--- src/rtl/ldpc_pkg.sv ---
// rtl/ldpc_pkg.sv - shared constants and state encoding for the LDPC frame controller
package ldpc_pkg;

  localparam int K_INFO    = 4320;
  localparam int N_PAR     = 360;
  localparam int CNT_W     = 13;
  localparam int ADDR_W    = 9;
  localparam int CLEAR_LEN = 2;

  localparam logic [1:0] ST_CLEAR  = 2'd0;
  localparam logic [1:0] ST_INFO   = 2'd1;
  localparam logic [1:0] ST_PARITY = 2'd2;

endpackage

--- src/rtl/ldpc_frame_ctrl.sv ---
// rtl/ldpc_frame_ctrl.sv - frames a serial info stream through the LDPC parity encoder
module ldpc_frame_ctrl
  import ldpc_pkg::*;
(
  input  logic              clk,
  input  logic              rst,
  input  logic              in_valid,
  input  logic              in_sof,
  input  logic              in_bit,
  output logic              in_ready,
  output logic              enc_rst_n,
  output logic              enc_din_valid,
  output logic              enc_din,
  output logic [CNT_W-1:0]  enc_counter,
  output logic [ADDR_W-1:0] enc_out_addr,
  output logic              enc_data_valid_check,
  input  logic              enc_dout,
  output logic              out_valid,
  output logic              out_bit,
  output logic              out_sof,
  output logic              out_eof,
  output logic              out_is_parity,
  output logic              frame_err,
  output logic [15:0]       frame_cnt
);

  localparam logic [CNT_W-1:0]  CNT_LAST = CNT_W'(K_INFO - 1);
  localparam logic [ADDR_W-1:0] ADDR_TOP = ADDR_W'(N_PAR - 1);
  localparam logic [1:0]        CLR_LAST = 2'(CLEAR_LEN - 1);

  logic [1:0] state;
  logic [1:0] clr_cnt;
  logic       synced;
  logic       info_v_q;
  logic       info_bit_q;
  logic       par_v_q;
  logic       accept;
  logic       abort;

  assign in_ready      = (state == ST_INFO);
  assign enc_rst_n     = (state != ST_CLEAR);
  assign accept        = in_valid & in_ready;
  // A fresh sof in the middle of a synced frame means upstream lost framing.
  assign abort         = accept & in_sof & synced & (enc_counter != '0);
  assign enc_din_valid = accept & (synced | in_sof) & ~abort;
  assign enc_din       = in_bit;

  // Parity bits come straight from the encoder's registered output.
  assign out_valid     = info_v_q | par_v_q;
  assign out_bit       = par_v_q ? enc_dout : info_bit_q;
  assign out_is_parity = par_v_q;

  always_ff @(posedge clk) begin
    if (rst) begin
      state                <= ST_CLEAR;
      clr_cnt              <= '0;
      synced               <= 1'b0;
      enc_counter          <= '0;
      enc_out_addr         <= ADDR_TOP;
      enc_data_valid_check <= 1'b0;
      info_v_q             <= 1'b0;
      info_bit_q           <= 1'b0;
      par_v_q              <= 1'b0;
      out_sof              <= 1'b0;
      out_eof              <= 1'b0;
      frame_err            <= 1'b0;
      frame_cnt            <= '0;
    end else begin
      info_v_q   <= enc_din_valid;
      info_bit_q <= enc_din_valid & in_bit;
      out_sof    <= enc_din_valid & (enc_counter == '0);
      par_v_q    <= enc_data_valid_check;
      out_eof    <= 1'b0;
      frame_err  <= abort;

      case (state)
        ST_CLEAR: begin
          enc_counter <= '0;
          if (clr_cnt == CLR_LAST) begin
            clr_cnt <= '0;
            synced  <= 1'b0;
            state   <= ST_INFO;
          end else begin
            clr_cnt <= clr_cnt + 1'b1;
          end
        end
        ST_INFO: begin
          if (abort) begin
            state       <= ST_CLEAR;
            synced      <= 1'b0;
            enc_counter <= '0;
          end else if (enc_din_valid) begin
            synced <= 1'b1;
            if (enc_counter == CNT_LAST) begin
              enc_counter          <= '0;
              synced               <= 1'b0;
              enc_data_valid_check <= 1'b1;
              state                <= ST_PARITY;
            end else begin
              enc_counter <= enc_counter + 1'b1;
            end
          end
        end
        ST_PARITY: begin
          if (enc_out_addr == '0) begin
            // Final parity bit leaves on the next cycle, together with eof.
            enc_out_addr         <= ADDR_TOP;
            enc_data_valid_check <= 1'b0;
            out_eof              <= 1'b1;
            frame_cnt            <= frame_cnt + 1'b1;
            state                <= ST_CLEAR;
          end else begin
            enc_out_addr <= enc_out_addr - 1'b1;
          end
        end
        default: state <= ST_CLEAR;
      endcase
    end
  end

endmodule

--- config.mk ---
export PLATFORM = sky130hd
export DESIGN_NAME = ldpc_frame_ctrl
export DESIGN_NICKNAME = d
export VERILOG_FILES = /design/src/rtl/ldpc_pkg.sv /design/src/rtl/ldpc_frame_ctrl.sv
export SDC_FILE = /design/constraint.sdc
export NUM_CORES = 1
export LEC_CHECK = 0
export ABC_AREA = 1
export CORE_UTILIZATION = 39
export CTS_CLUSTER_DIAMETER = 30
export DETAILED_ROUTE_END_ITERATION = 12
export GPL_ROUTABILITY_DRIVEN = 1
export PLACE_DENSITY = 0.65
export REMOVE_ABC_BUFFERS = 1
export SKIP_LAST_GASP = 1
export SYNTH_ARGS = -nofsm -noshare
export SYNTH_HDL_FRONTEND = slang
export SYNTH_SLANG_ARGS = --single-unit
--- constraint.sdc ---
create_clock -name clk -period 1.9 [get_ports clk]
set_input_delay 0.38 -clock clk [delete_from_list [all_inputs] [get_ports clk]]
set_output_delay 0.38 -clock clk [all_outputs]
set_load 0.005 [all_outputs]
==> flow_summary.ini <==
[yosys]
netlist_area_sq_mm = 0.002519
yosys-top-cells-area = dfxtp_1 40%, nand2_1 13%, nor2_1 11%
avgSynthCellArea_sq_um = 6.752
synth-edff-count = 0
synthArstFlopShare = 0
yosysTopAreaCellShare = 0.3974
synth.distinct_cells = 31
post-synth-top-area-cell = dfxtp_1
synth-main-ff-cell = dfxtp_1
ys_warn_count = 0
synth-seq-area-share = 0.3974
ys_ff_latch = 50
syn_inst = 373

[worst_setup_path]
slowest_delay_ns = 0.32
ff2ff_setup_slack_ns = 0.15
crit_fanout = 2
rr_endpoint = enc_counter[6]
slowest_stage = dfxtp_1
cpLargestDelayFamily = simple AND/OR/NAND/NOR gates
crit_type = flop to output port
rr_startpoint = enc_counter[1]
cp.arrival_ns = 1.46
path_cells = inv_1, ha_2, nand2_1, nor2_2, nand2_1, nand2_2, nand2_2, inv_2, clkbuf_2
path_buf_inv = 3
required_ns = 1.52
reg2regPathDepth = 11
end_kind = output port
crit_path_start_kind = flop

[global_route]
grt_util_all_layers = 0.1960
antenna_found_initial = 0
grt_max_degree = 17
gr-total-overflow = 0
first_global_vias = 2280
grt_pass1_wl_um = 10170

[finish]
postLayoutCoreUtil = 0.5797
multi_input_area_sq_mm = 0.001346
nets = 471
area.sequential_sq_mm = 0.001003
layout_commonest_cell = nand2_1
final_cells = 534
antenna_cells = 0
final_cell_mix = 83 x nand2_1, 67 x nor2_1, 50 x clkdlybuf4s50_1
areaGrowthSynthToFinish_pct = 39.49
fill_cells = 591
drive_above_1_share = 0.1481

[drt]
drtPass1Iterations = 4
ant_nets = 0
drt_iter0_markers = 166
vias_per_cell = 4.796
routed_wl_um = 6194
drc_errors = 0
vias = 2561
post_drt_wl_per_cell_um = 11.60

[placed_design]
io_buffers = 54
gp_congestion = 0.8719
place_hpwl_um = 4753
dp_cells = 526

[clock_network]
cts_setup_buffers = 0
clk_pin_slew_ns = 0.10
clk_latency_ns = 0.30
htree_levels = 2
clock_sinks = 50
cts_buffers = 5
cts_root_buf = clkbuf_8
cts_buffer_depth = 2
cts_hold_buf = 0
cts_tree = yes

[status]
status = completed

[die]
dieArea_sq_mm = 0.006783
initial_core_util = 0.4156
fp-row-count = 28
die_h_um = 82.36
ios = 55
core-area_sq_mm = 0.006061
die_width_um = 82.36

[hold_path]
hold_depth = 2
min_to = clr_cnt[1]
hp-class = flop to flop
holdCritStartpoint = clr_cnt[1]

[sta]
finalHoldViolCount = 0
finalCritPeriodShare = 0.9661
tightest_slew_ns = 0.3922
max_freq_mhz = 544.8
skew_ns = 0.01185
fin_crit_ns = 1.836
max_slew_margin = 0.7377
final_max_slew_viol_count = 0
grt_setup_unrepaired = yes
whs_ns = 0.4457
setup_violations = 0

[power_and_ir_drop]
powerDensity_mw_per_mm2 = 966.7
p_leak_uw = 0.001472
irDropWorstVdd_mv = 0.5979
power_uw = 3396

[job]
maxCapViolCount = 0
-- per-layer routing --
metal  share of wire  GRT usage  vias to the layer above
li1                -          -                     1338
met4          0.0061    0.04737                        0
met2            0.45     0.3149                       73
met3           0.053    0.03077                        2
met5               0          0                        -
met1            0.49     0.2728                     1148
-- layout make-up --
| type | instances | share of cell area |
|---|---|---|
| clock buffer | 6 | 0.02350 |
| clock inverter | 2 | 0.01104 |
| inverter | 51 | 0.05449 |
| multi-input combinational | 267 | 0.3832 |
| sequential | 50 | 0.2856 |
| tap | 75 | 0.02671 |
| timing repair buffer | 83 | 0.2155 |
-- synth_stat cells, types with 2 or more instances --
cell,n
xnor2_1,3
dfxtp_1,50
ha_1,7
a21oi_1,23
nand2_2,2
nand2_1,85
nand4_1,5
nand3_1,21
inv_1,48
or2_2,3
nor3_1,9
clkbuf_1,2
xor2_1,10
nor2_2,2
inv_2,3
o21ai_0,15
nor2_1,71
-- repair_timing --
item,in CTS,in global routing
endpoints found under the setup margin,3,15
gates cloned,0,0
endpoints found under the hold margin,0,0
pin swaps,2,3
gates resized for setup,11,14
-- tightest hold or removal path, stage by stage, from the launching register on --
cell,delay (ns)
dfxtp_1,0.31
inv_1,0.06
nor2_1,0.04
-- how the worst max path moves through the flow --
stage | end | depth (start not counted) | startpoint | slack (ns)
6_report | enc_din_valid | 9 | enc_counter[1] | 0.06
5_1_grt | enc_din_valid | 9 | enc_counter[1] | -0.03
4_1_cts | enc_din_valid | 10 | state[1] | -0.07
3_5_place_dp | enc_din_valid | 9 | in_valid | -0.26
3_3_place_gp | enc_din_valid | 9 | in_valid | -0.27
2_1_floorplan | enc_counter[11] | 11 | state[1] | 0.26
-- state kept, by name, summed over array words and instances (netlist names) --
register              flops
clr_cnt                   2
enc_counter              13
enc_data_valid_check      1
enc_out_addr              9
frame_cnt                16
frame_err                 1
info_bit_q                1
info_v_q                  1
out_eof                   1
out_is_parity             1
out_sof                   1
state                     2
synced                    1
-- report_power, final --
| group | switching [uW] | total [uW] | internal (uW) |
|---|---|---|---|
| combinational | 803 | 1400 | 593 |
| clock | 371 | 805 | 434 |
| sequential | 57.8 | 1200 | 1140 |
-- kinds of logic after synthesis --
logic type,after synthesis,share of synthesized area
simple gates,203,0.3368
xor+xnor,13,0.04521
buf+inv,56,0.08793
flops,50,0.3974
compound gates,43,0.09339
mux,1,0.004471
fa+ha+maj,7,0.03477
-- per-stage QoR --
step           setup TNS [ns]  worst slack (ns)  instance area (sq um)
2_1_floorplan               0            0.2561                   2489
3_3_place_gp          -0.9550           -0.2684                   3341
3_5_place_dp           -1.056           -0.2612                   3341
4_1_cts              -0.06949          -0.06949                   3482
5_1_grt              -0.02822          -0.02822                   3513
6_report                    0           0.06434                   3513
Note: power is estimated with default switching activity, not from simulation.
